## src/rtl/cpu_defs.sv

```systemverilog
// Shared CPU definitions: reset vector, fetch state encoding and the canonical NOP.
package cpu_defs;

   localparam logic [31:0] RESET_PC_DEFAULT = 32'h1c000000;
   localparam logic [31:0] INST_NOP         = 32'h03400000;

   typedef enum logic [1:0] {
      FS_REQ  = 2'd0,
      FS_WAIT = 2'd1,
      FS_HOLD = 2'd2
   } fetch_state_e;

endpackage

```

## src/rtl/fetch_ctrl.sv

```systemverilog
// Instruction-fetch controller: owns the fetch PC, drives the SRAM-like instruction
// bus with one outstanding request, absorbs redirects and hands one instruction to IF.
module fetch_ctrl
   import cpu_defs::*;
#(
   parameter logic [31:0] RESET_PC = RESET_PC_DEFAULT
) (
   input  logic        clk,
   input  logic        rst,
   input  logic        ex_redirect_valid,
   input  logic [31:0] ex_redirect_pc,
   input  logic        br_redirect_valid,
   input  logic [31:0] br_redirect_pc,
   output logic        inst_req,
   output logic [31:0] inst_addr,
   input  logic        inst_addr_ok,
   input  logic        inst_data_ok,
   input  logic [31:0] inst_rdata,
   input  logic        if_allow_in,
   output logic        if_valid,
   output logic [31:0] if_pc,
   output logic [31:0] if_inst
);

   fetch_state_e state, state_n;
   logic [31:0]  pc, pc_n;
   logic [31:0]  req_pc, req_pc_n;
   logic         discard, discard_n;
   logic [31:0]  hold_pc, hold_pc_n;
   logic [31:0]  hold_inst, hold_inst_n;

   logic         redir;
   logic [31:0]  target;

   // Exception/ertn redirect outranks a branch redirect in the same cycle.
   assign redir  = ex_redirect_valid | br_redirect_valid;
   assign target = ex_redirect_valid ? ex_redirect_pc : br_redirect_pc;

   always_ff @(posedge clk or posedge rst) begin
      if (rst) begin
         state     <= FS_REQ;
         pc        <= RESET_PC;
         req_pc    <= '0;
         discard   <= 1'b0;
         hold_pc   <= '0;
         hold_inst <= '0;
      end else begin
         state     <= state_n;
         pc        <= pc_n;
         req_pc    <= req_pc_n;
         discard   <= discard_n;
         hold_pc   <= hold_pc_n;
         hold_inst <= hold_inst_n;
      end
   end

   always_comb begin
      state_n     = state;
      pc_n        = pc;
      req_pc_n    = req_pc;
      discard_n   = discard;
      hold_pc_n   = hold_pc;
      hold_inst_n = hold_inst;
      case (state)
         FS_REQ: begin
            if (inst_addr_ok) begin
               state_n = FS_WAIT;
               if (redir) begin
                  // Address already accepted: its data must be thrown away on return.
                  discard_n = 1'b1;
                  pc_n      = target;
               end else begin
                  req_pc_n = pc;
                  pc_n     = pc + 32'd4;
               end
            end else if (redir) begin
               pc_n = target;
            end
         end
         FS_WAIT: begin
            if (redir) pc_n = target;
            if (inst_data_ok) begin
               if (!discard && !redir) begin
                  hold_pc_n   = req_pc;
                  hold_inst_n = inst_rdata;
                  state_n     = FS_HOLD;
               end else begin
                  discard_n = 1'b0;
                  state_n   = FS_REQ;
               end
            end else if (redir) begin
               discard_n = 1'b1;
            end
         end
         FS_HOLD: begin
            if (redir) begin
               pc_n    = target;
               state_n = FS_REQ;
            end else if (if_allow_in) begin
               state_n = FS_REQ;
            end
         end
         default: state_n = FS_REQ;
      endcase
   end

   // rst gating keeps the bus quiet while reset is held, even though state reads REQ.
   assign inst_req  = (state == FS_REQ) && !rst;
   assign inst_addr = pc;
   assign if_valid  = (state == FS_HOLD);
   assign if_pc     = hold_pc;
   assign if_inst   = hold_inst;

endmodule

```

## config.mk

```make
export PLATFORM = sky130hd
export DESIGN_NAME = fetch_ctrl
export DESIGN_NICKNAME = d
export VERILOG_FILES = /design/src/rtl/cpu_defs.sv /design/src/rtl/fetch_ctrl.sv
export SDC_FILE = /design/constraint.sdc
export NUM_CORES = 1
export LEC_CHECK = 0
export ABC_AREA = 1
export CORE_MARGIN = 2
export CORE_UTILIZATION = 51
export CTS_CLUSTER_SIZE = 16
export DETAILED_ROUTE_END_ITERATION = 10
export PLACE_DENSITY = 0.95
export SETUP_SLACK_MARGIN = 0.4
export SLEW_MARGIN = 30
export SYNTH_ARGS = -nofsm -noshare
export SYNTH_HDL_FRONTEND = slang
export SYNTH_SLANG_ARGS = --single-unit
```

## constraint.sdc

```tcl
create_clock -name clk -period 11 [get_ports clk]
set_input_delay 2.2 -clock clk [delete_from_list [all_inputs] [get_ports clk]]
set_output_delay 2.2 -clock clk [all_outputs]
set_load 0.005 [all_outputs]
```

* Word level (Yosys, flattened, before mapping)
Index checks and enable logic that the tools add are counted.
** Word-level totals
- Flip-flop bits (word level) :: 131
- Output and inout port bits :: 98
- Logic and storage cells :: 44
** Operators by class
- $add $sub $neg :: 1
- Eq/ne operators :: 6
- Mux-type cells :: 16
- Bitwise operators :: 2
- Reduce and logical (&&, ||, !) cells :: 13
** Operators with widths (number)
- two-way mux 32 bit :: 4
- one-hot mux 32 bit (2 select lines) :: 1
- adder 32 x 3 -> 32 bit, second input constant :: 1
- AND reduction 3 bit :: 4
- two-way mux 2 bit :: 5
- one-hot mux 2 bit (3 select lines) :: 1
- two-way mux 1 bit :: 4
- != test 2 bit, second input constant :: 2
- nonzero test 2 bit :: 2
- zero test 1 bit :: 3
- != test 3 x 2 -> 1 bit, second input constant :: 1
- != test 3 bit, second input constant :: 1
- == test 2 x 1 -> 1 bit, second input constant :: 1
- == test 2 bit, second input constant :: 1
- logical AND 1 bit :: 2
- zero test 2 bit :: 1
- one-hot mux 1 bit (2 select lines) :: 1
- OR reduction 2 bit :: 1
- inverter 1 bit :: 1
- bitwise OR 1 bit :: 1

* Longest topological paths before layout
Gate-level depths: netlist (run 1).
- Word-level depth :: 6
- Depth in mapped cells :: 11
- Mapped depth without buffers :: 11

* Worst setup path before layout (run 1)
Ideal clock, no wire load.
- Kind :: input-to-output
- Start :: in rst
- End :: out inst_req
- Data arrival time :: 2.306 ns
- Data required time :: 8.800 ns
- Setup slack :: 6.494 ns
- Stages :: 1
- Buffers on the path :: 0
- Cells stage by stage :: nor2_1
** On the way
- Cells in the longest elaborated chain, start to end :: 2
** RTL lines
- start, declared :: RTL line fetch_ctrl.sv:9 : input logic rst,
- zero test 1 bit :: RTL line fetch_ctrl.sv:108 : assign inst_req = (state == FS_REQ) && !rst;
- logical AND 1 bit :: RTL line fetch_ctrl.sv:108
- end, declared :: RTL line fetch_ctrl.sv:14 : output logic inst_req,
No other way between the ends.

* Worst setup path in the final report (run 1)
Same ends and word-level chain as after synthesis.

==> results of run 1 <==
## power by group
group | internal, uW | switching [uW] | total [uW] | leakage [uW]
logic | 404 | 369 | 772 | 0.00233
registers | 683 | 162 | 845 | 0.00166
clock network | 388 | 220 | 608 | 0.000296
## layer usage
layer	part of all wire (%)	wire, um
met4	3.6	699
met1	40	7740
met2	47	9030
met5	0	0
met3	9.0	1730
## final timing paths
check	slack, ns	startpoint	endpoint	cells after the start
max	5.52	rst	inst_req	3
min	0.47	req_pc[29]$_DFFE_PP0P_	if_pc[29]$_DFFE_PP0P_	2
max reg2reg	8.07	state[1]$_DFFE_PP0P_	if_pc[0]$_DFFE_PP0P_	9
min reg2reg	0.47	req_pc[29]$_DFFE_PP0P_	if_pc[29]$_DFFE_PP0P_	2
max in group asynchronous	7.62	rst	req_pc[2]$_DFFE_PP0P_	3
min in group asynchronous	2.22	rst	state[0]$_DFFE_PP0P_	2
## cell usage after synthesis (11+ instances only)
master	number	area [um^2]
nand2_1	316	1190
o21ai_0	43	215
a21oi_1	23	115
dfrtp_1	128	3200
buf_6	14	158
a221oi_1	11	96.3
inv_1	55	206
clkbuf_1	15	56.3
a22oi_1	13	97.6
nand3_1	51	255
nor2_1	63	236
## critical path, stage by stage
cell and delay, ns:
clkdlybuf4s50_1 0.46, nor2_1 0.12, clkdlybuf4s50_1 0.50
## cell type report
type                    count  area, um^2  area share, %
repair buffers            205        2040           22.5
multi-input cells         580        2680           29.5
well taps                 168         210           2.32
flip-flops and latches    131        3280           36.2
clock inverters            14         201           2.22
clock buffers              18         439           4.84
inverters                  58         221           2.44
## metrics by stage
step	total power, uW	setup slack, ns	area [um^2]
finish	2230	5.52	9070
global route	2360	5.45	9070
CTS	2230	5.51	9070
detailed placement	1610	5.46	8430
global placement	1580	5.47	8430
floorplan	1160	5.31	6410
## logic make-up after synthesis
logic type | count (synthesis)
simple gates | 454
fa+ha+maj | 5
buf+inv | 92
compound gates | 118
mux | 3
flops | 131
## sequential cells by signal (all words and copies together), names as in the netlist
name / flops
req_pc: 32
if_pc: 32
state: 2
if_inst: 32
discard: 1
inst_addr: 32
==> summary.md, run 1 <==
| Metric | Value |
|---|---|
| WL/cell | roughly 16 um |
| Req. time, crit path | around 9 ns |
| Clock Latency Late Sink | ~0.42 ns |
| Worst Path Max Fanout | 2 |
| Final min period | between 5 and 6 ns |
| Synth Warn # | 0 |
| Largest net degree at the start of global routing | a little under 90 |
| Worst-Margin Slew | 0.910 ns |
| H-tree depth | 4 |
| Adder-Cell Fraction of Synth Area | less than 1% |
| Vias in the first global route | 6303 |
| Final Util | between 70 and 80% |
| Met2 Resource Use GR | between 40% and 50% |
| Post-synthesis xor/xnor area fraction | 0% |
| Initial antenna violation count | 0 |
| CTS sink cnt | approximately 130 |
| Nets | roughly 1100 |
| Maximum root-to-sink buffer count | 2 |
| Worst Hold Class | reg -> reg |
| Via count | between 6000 and 7000 |
| Tcrit/Tclk final | about half |
| N_diodes | 0 |
| Slew Limit Fails | 0 |
| Syn avg cell area | between 7 and 8 um^2 |
| Die Y | about 120 um |
| Leak | around 0.0043 uW |
| Synth Cell Area | 6410 um^2 |
| GRT Total Usage | 29.5% |
| Synth Area in Compound Gates | approximately 11% |
| Die width | about 120 um |
| Worst-path clk slew | around 0.060 ns |
| Vias per cell | about 5.5 |
| Max-cap violations | 0 |
| Area grow syn2layout | 41.6% |
| Status | completed |
| Root Driver | clkbuf_16 |
| Grt met1 use | roughly 37% |
| # setup viols final | 0 |
| Register area share after synthesis | about half |
| Crit path DAT | about 3.3 ns |
| Layout Skew | approximately 0.0078 ns |
| Busiest grt layer | met2 |
| Worst hold slack | around 0.47 ns |
| Mux cell area share after synthesis | less than 1% |
| Drt pass-1 iters | 6 |
| Gp weighted congestion | just over 0.9 |
| Worst Setup Start Kind | input port |
| Post-synth net total | between 900 and 1000 |
| Main combinational cell family by area after synthesis | simple AND/OR/NAND/NOR gates |
| Share of flip-flops with an asynchronous set or reset | 100% |
| Fillers | 893 |
| Boundary pin count | between 200 and 250 |
| Drt drc | 0 |
| Global route overflow | 0 |
| Setup_tns | 0 ns |
| Most common cell after layout, fill and taps aside | nand2_1 |
| EDFF count, synth | 0 |
| Synth cell types | 36 |
| Die footprint | 13500 um^2 |
| PortBufs | 200 |
| Power per cell area | around 250 nW/um^2 |
| Synthesized flop and latch total | about 130 |
| Final Hold Vio Count | 0 |
| Core ar. | approximately 12000 um^2 |
| Most frequent cells in the layout | nand2_1, clkdlybuf4s50_1, dfrtp_1 |
| Max VDD drop | ~0.00013 V |
| Antenna viol nets, final | 0 |
| Slew headroom | between 30% and 40% |
| CTS tree | yes |
| DR iter-0 viols | 592 |
| RSZ-0062 raised after global routing | no |
| Buffer count from post-CTS setup fixing | 0 |
| Rows | 40 |
| First-pass GRT wire length | 30600 um |
| Layout cell share with drive strength beyond 1 | under 10% |
| Critical Path Sink Type | primary output |
| HPWL after detailed placement | roughly 13000 um |
| Non-Filler Instances | roughly 1200 |
| Hold buffers post-CTS | 0 |
| Total placed cells including tap cells | about 1100 |
| Main synth FF type | dfrtp_1 |
| Post-synthesis simple-gate area fraction | between 20% and 30% |
| Drt total wl | slightly below 20000 um |
| Fmax achieved | 182 MHz |
| Initial Utilization | a little over half |
| Total CTS buffers | 17 |
| Post-Synthesis Cells | about 800 |
| GR Util met3 | between 7 and 8% |
| Crit path kind | in -> out |
| Post-CTS sizing | 0 |
No activity file was read; power rests on OpenSTA's default activity.
==> inputs of run 2 (changes only) <==
- CORE_UTILIZATION: 51 -> 47
- PLACE_DENSITY: 0.95 -> 0.9
- clock period: 11 -> 5.6 ns (I/O delays scaled with it)
==> summary.md, run 2 (synthesized netlist as in run 1, its figures left out) <==
| Metric | Value |
|---|---|
| CTS tree | yes |
| Critical Path Sink Type | flip-flop |
| Most frequent cells in the layout | nand2_1, clkdlybuf4s50_1, dfrtp_1 |
| Final instance area | between 9000 and 10000 um^2 |
| Largest net degree at the start of global routing | between 100 and 150 |
| Sink of the worst hold path | if_pc[11]$_DFFE_PP0P_ |
| Antenna viol nets, final | 0 |
| Initial antenna violation count | 0 |
| Final min period | approximately 3.5 ns |
| Clock Latency Late Sink | approximately 0.42 ns |
| Final Hold Vio Count | 0 |
| Maximum root-to-sink buffer count | 2 |
| Hold buffers post-CTS | 0 |
| Worst Path Max Fanout | 64 |
| Global route overflow | 0 |
| Drt drc | 0 |
| CTS sink cnt | 131 |
| Crit path kind | in -> reg |
| N_diodes | 0 |
| Vias in the first global route | 5991 |
| H-tree depth | 4 |
| Worst Setup Start Kind | input port |
| Slew headroom | 37.9% |
| Status | completed |
| Die width | approximately 120 um |
| Buffer count from post-CTS setup fixing | 0 |
| Max-cap violations | 0 |
| Die footprint | about 15000 um^2 |
| Leak | 0.00428 uW |
| Setup_tns | 0 ns |
| DR iter-0 viols | roughly 500 |
| Reg2reg setup slack | between 3 and 4 ns |
| Worst hold stages | 2 |
| # setup viols final | 0 |
| Crit-path cells | clkdlybuf4s50_1 -> nor2_8 -> inv_2 -> or2_1 -> nor2_2 -> nand2_2 -> clkinv_2 -> nand2_1 -> nand2_1 |
| Final Util | around two thirds |
| Root Driver | clkbuf_16 |
| Gp weighted congestion | approximately 0.95 |
| Boundary pin count | between 200 and 250 |
| Max incr delay on CP | ~0.66 ns |
| Placed Instance Area | around 8400 um^2 |
| Layout Skew | approximately 0.0063 ns |
| HPWL after detailed placement | about 14000 um |
| GRT Total Usage | a little over a quarter |
| CP max-delay cell | clkdlybuf4s50_1 |
| Critical R2R Capture | inst_addr[23]$_DFFE_PP0P_ |
| Drt total wl | 19300 um |
| First-pass GRT wire length | about 31000 um |
| Via count | ~6400 |
| CP dominant cell by count | nand2_1 |
| PortBufs | 200 |
| Rows | 42 |
| R2R depth | 11 |
| Power per cell area | ~470 nW/um^2 |
| Area grow syn2layout | 41.1% |
| Vias per cell | approximately 5.4 |
| R2R Path Start | state[0]$_DFFE_PP0P_ |
| Fmax achieved | 289 MHz |
| Nets | around 1100 |
| Worst-path clk slew | 0.06 ns |
| Post-CTS sizing | 0 |
| Drt pass-1 iters | 5 |
| WL/cell | 16.3 um |
| Tcrit/Tclk final | 61.9% |
| Worst-Margin Slew | ~0.93 ns |
| Max VDD drop | 0.000216 V |
| Crit path DAT | ~3.8 ns |
| Slew Limit Fails | 0 |
| Layout cell share with drive strength beyond 1 | roughly 5% |
| Worst Hold Class | reg -> reg |
| Req. time, crit path | between 5 and 6 ns |
| RSZ-0062 raised after global routing | no |
| Die Y | around 120 um |
| Core ar. | between 10000 and 15000 um^2 |
| Most common cell after layout, fill and taps aside | nand2_1 |
| Hold_sp | req_pc[11]$_DFFE_PP0P_ |
| Total CTS buffers | 17 |
| Initial Utilization | around half |
[run 2: layer usage]
layer,global-route usage (%),up-vias,wire length (um)
met1,36.5,3020,8100
met2,43.9,331,9150
met4,10.5,0,524
met3,5.66,38,1520
met5,0,-,0
li1,-,3015,-
[run 2: through the flow]
stage	std cells	setup WS, ns	hold WS [ns]	total power (uW)
after floorplan	803	0.987	0.436	2280
after global placement	1151	1.84	0.447	3110
after detailed placement	1151	1.78	0.454	3170
after CTS	1183	2.19	0.467	4300
after global routing	1183	1.94	0.494	4560
final	1183	2.13	0.463	4290
[run 2: worst max path at each step]
| stage | start | endpoint | cells past startpoint |
|---|---|---|---|
| after CTS | ex_redirect_valid | inst_addr[25]$_DFFE_PP0P_ | 9 |
| after floorplan | rst | discard$_DFFE_PP0P_ | 1 |
| after global placement | ex_redirect_valid | inst_addr[15]$_DFFE_PP0P_ | 6 |
| final | ex_redirect_valid | if_pc[28]$_DFFE_PP0P_ | 9 |
| after global routing | ex_redirect_valid | if_pc[28]$_DFFE_PP0P_ | 9 |
| after detailed placement | ex_redirect_valid | if_pc[28]$_DFFE_PP0P_ | 9 |
[run 2: cell type report]
type / count / area, um^2
Clock buffer: 22 / 464
Sequential cell: 131 / 3280
Timing Repair Buffer: 206 / 2050
Fill cell: 1080 / 4250
Tap cell: 176 / 220
Clock inverter: 10 / 131
Inverter: 58 / 226
Multi-Input combinational cell: 580 / 2670
[run 2: worst max-delay path: cells and delay by family]
| family | cells | cell delay, ns |
|---|---|---|
| buf+inv | 3 | 1.44 |
| simple gates | 6 | 1.19 |
[run 2: where the power goes]
group	total (uW)	internal [uW]	leakage, uW	switching [uW]
sequential	1660	1340	0.00166	316
combinational	1510	795	0.00233	715
clock	1120	720	0.000294	401
==> inputs of run 3 (changes only) <==
- clock period: 5.6 -> 3.28 ns (I/O delays scaled with it)
==> summary.md, run 3 (synthesized netlist as in run 1, its figures left out) <==
| Metric | Value |
|---|---|
| Status | completed |
| CP dominant cell by count | nand2_1 |
| Power per cell area | approximately 800 nW/um^2 |
| Gp weighted congestion | ~0.95 |
| Buffer count from post-CTS setup fixing | 0 |
| N_diodes | 0 |
| Crit path kind | in -> reg |
| Antenna viol nets, final | 0 |
| Crit path DAT | between 2 and 3 ns |
| Initial Utilization | 48.2% |
| Layout Skew | ~0.012 ns |
| Worst hold stages | 2 |
| Max incr delay on CP | between 0.8 and 0.9 ns |
| Placed Instance Area | approximately 8500 um^2 |
| R2R Path Start | state[0]$_DFFE_PP0P_ |
| Boundary pin count | 201 |
| Drt pass-1 iters | 5 |
| Layout cell share with drive strength beyond 1 | around 5.1% |
| Via count | between 6000 and 7000 |
| Clock Latency Late Sink | 0.41 ns |
| Vias per cell | 5.33 |
| Maximum root-to-sink buffer count | 2 |
| WL/cell | 16.1 um |
| Leak | 0.00429 uW |
| Worst path buffer plus inverter count | 3 |
| Global route overflow | 0 |
| CTS sink cnt | between 100 and 150 |
| Combinational share of power | a little over a third |
| Sink of the worst hold path | if_pc[13]$_DFFE_PP0P_ |
| Max VDD drop | 0.000415 V |
| Drt total wl | approximately 19000 um |
| Crit-path cells | clkdlybuf4s50_1 -> inv_1 -> nand2_1 -> inv_1 -> a22o_1 -> nor3_1 -> nor2_1 -> nand2_1 -> nand2_1 |
| CTS tree | yes |
| Hold_sp | req_pc[13]$_DFFE_PP0P_ |
| Max-cap violations | 0 |
| Switching power | 2400 uW |
| PortBufs | 200 |
| Reg power frac | slightly below 40% |
| Initial antenna violation count | 0 |
| Final min period | approximately 2.6 ns |
| Setup_tns | 0 ns |
| # setup viols final | 0 |
| Die footprint | roughly 15000 um^2 |
| Worst Setup Start Kind | input port |
| Hold buffers post-CTS | 0 |
| Worst-Margin Slew | 0.800 ns |
| Crit-path leading delay family | buffers and inverters |
| DR iter-0 viols | 546 |
| Internal power | slightly below 5000 uW |
| Vias in the first global route | just over 6000 |
| Nets | around 1100 |
| Die width | 121 um |
| Area grow syn2layout | 41.7% |
| Tcrit/Tclk final | 79.7% |
| Slew Limit Fails | 0 |
| Reg2reg setup slack | roughly 0.97 ns |
| Final instance area | between 9000 and 10000 um^2 |
| Root Driver | clkbuf_16 |
| Die Y | 121 um |
| Drt drc | 0 |
| Critical Path Sink Type | flip-flop |
| Sw Ratio | between 30 and 40% |
| Critical R2R Capture | inst_addr[23]$_DFFE_PP0P_ |
| Most frequent cells in the layout | nand2_1, clkdlybuf4s50_1, dfrtp_1 |
| Worst-path clk slew | 0.05 ns |
| Clk pwr share | around 25% |
| Core ar. | 13300 um^2 |
| Final Hold Vio Count | 0 |
| Post-CTS sizing | 0 |
| Rows | between 40 and 50 |
| Req. time, crit path | 3.58 ns |
| H-tree depth | 4 |
| RSZ-0062 raised after global routing | no |
| Slew headroom | 46.6% |
| Largest net degree at the start of global routing | roughly 130 |
| Worst Hold Class | reg -> reg |
| Fillers | 1087 |
| GRT Total Usage | between 20 and 30% |
| Most common cell after layout, fill and taps aside | nand2_1 |
| Fmax achieved | approximately 380 MHz |
| R2R depth | 11 |
| CP max-delay cell | clkdlybuf4s50_1 |
| HPWL after detailed placement | 13800 um |
| Worst Path Max Fanout | 22 |
| Total CTS buffers | 17 |
| First-pass GRT wire length | just over 30000 um |
[run 3: cell count changes in the layout (fill, tap and decap cells not counted)]
cell,delta
bufinv_16,-1
inv_8,-1
clkinv_2,-4
clkbuf_8,+3
buf_12,+2
buf_4,+2
clkinvlp_4,+1
clkinv_4,-1
[run 3: worst max-delay path by stage]
stage / start / endpoint / slack, ns / depth (start not counted)
after floorplan: rst / discard$_DFFE_PP0P_ / 1.00 / 1
after global placement: ex_redirect_valid / inst_addr[25]$_DFFE_PP0P_ / 0.39 / 9
after detailed placement: ex_redirect_valid / inst_addr[25]$_DFFE_PP0P_ / 0.31 / 9
after CTS: ex_redirect_valid / inst_addr[25]$_DFFE_PP0P_ / 0.75 / 9
after global routing: ex_redirect_valid / inst_addr[25]$_DFFE_PP0P_ / 0.48 / 9
final: ex_redirect_valid / inst_addr[25]$_DFFE_PP0P_ / 0.67 / 9
[run 3: routing by layer]
layer | part of all wire [%] | global-route usage, % | up-vias
met1 | 42 | 34.9 | 2929
met4 | 3.0 | 12.1 | 0
met3 | 8.1 | 6.04 | 53
li1 | - | - | 3010
met5 | 0 | 0 | -
met2 | 47 | 43.3 | 323
[run 3: stage by stage]
| stage | hold slack [ns] | instances | worst slack, ns | util (%) | total power (uW) |
|---|---|---|---|---|---|
| 2_1_floorplan | 0.436 | 803 | 1.00 | - | 3890 |
| 3_3_place_gp | 0.447 | 1155 | 0.391 | 63.9 | 5310 |
| 3_5_place_dp | 0.454 | 1155 | 0.315 | 63.9 | 5410 |
| 4_1_cts | 0.466 | 1184 | 0.745 | 68.3 | 7290 |
| 5_1_grt | 0.493 | 1184 | 0.476 | 68.3 | 7730 |
| 6_report | 0.460 | 1184 | 0.667 | 68.3 | 7260 |
[run 3: cell type report]
| class | instances | area [um^2] | share of cell area [%] |
|---|---|---|---|
| Timing Repair Buffer | 210 | 2100 | 23.2 |
| Clock buffer | 25 | 505 | 5.57 |
| Sequential cell | 131 | 3280 | 36.1 |
| Multi-Input combinational cell | 580 | 2670 | 29.5 |
| Inverter | 58 | 223 | 2.45 |
| Clock inverter | 4 | 72.6 | 0.799 |
| Tap cell | 176 | 220 | 2.43 |
[run 3: power groups by stage]
stage	combinational (uW)	sequential, uW	clock [uW]
floorplan	1130	2760	0
global placement	2500	2810	0
detailed placement	2580	2840	0
CTS	2600	2820	1880
global route	2860	2910	1960
finish	2590	2820	1850
[run 3: worst register-to-register path: cells and delay by family, from the launching register on]
family                     cells  cell delay (ns)
buffers and inverters          2             0.15
DFF                            1             0.39
adders and majority gates      1             0.32
and+or+nand+nor                7             1.15
AOI/OAI and AO/OA              1             0.19
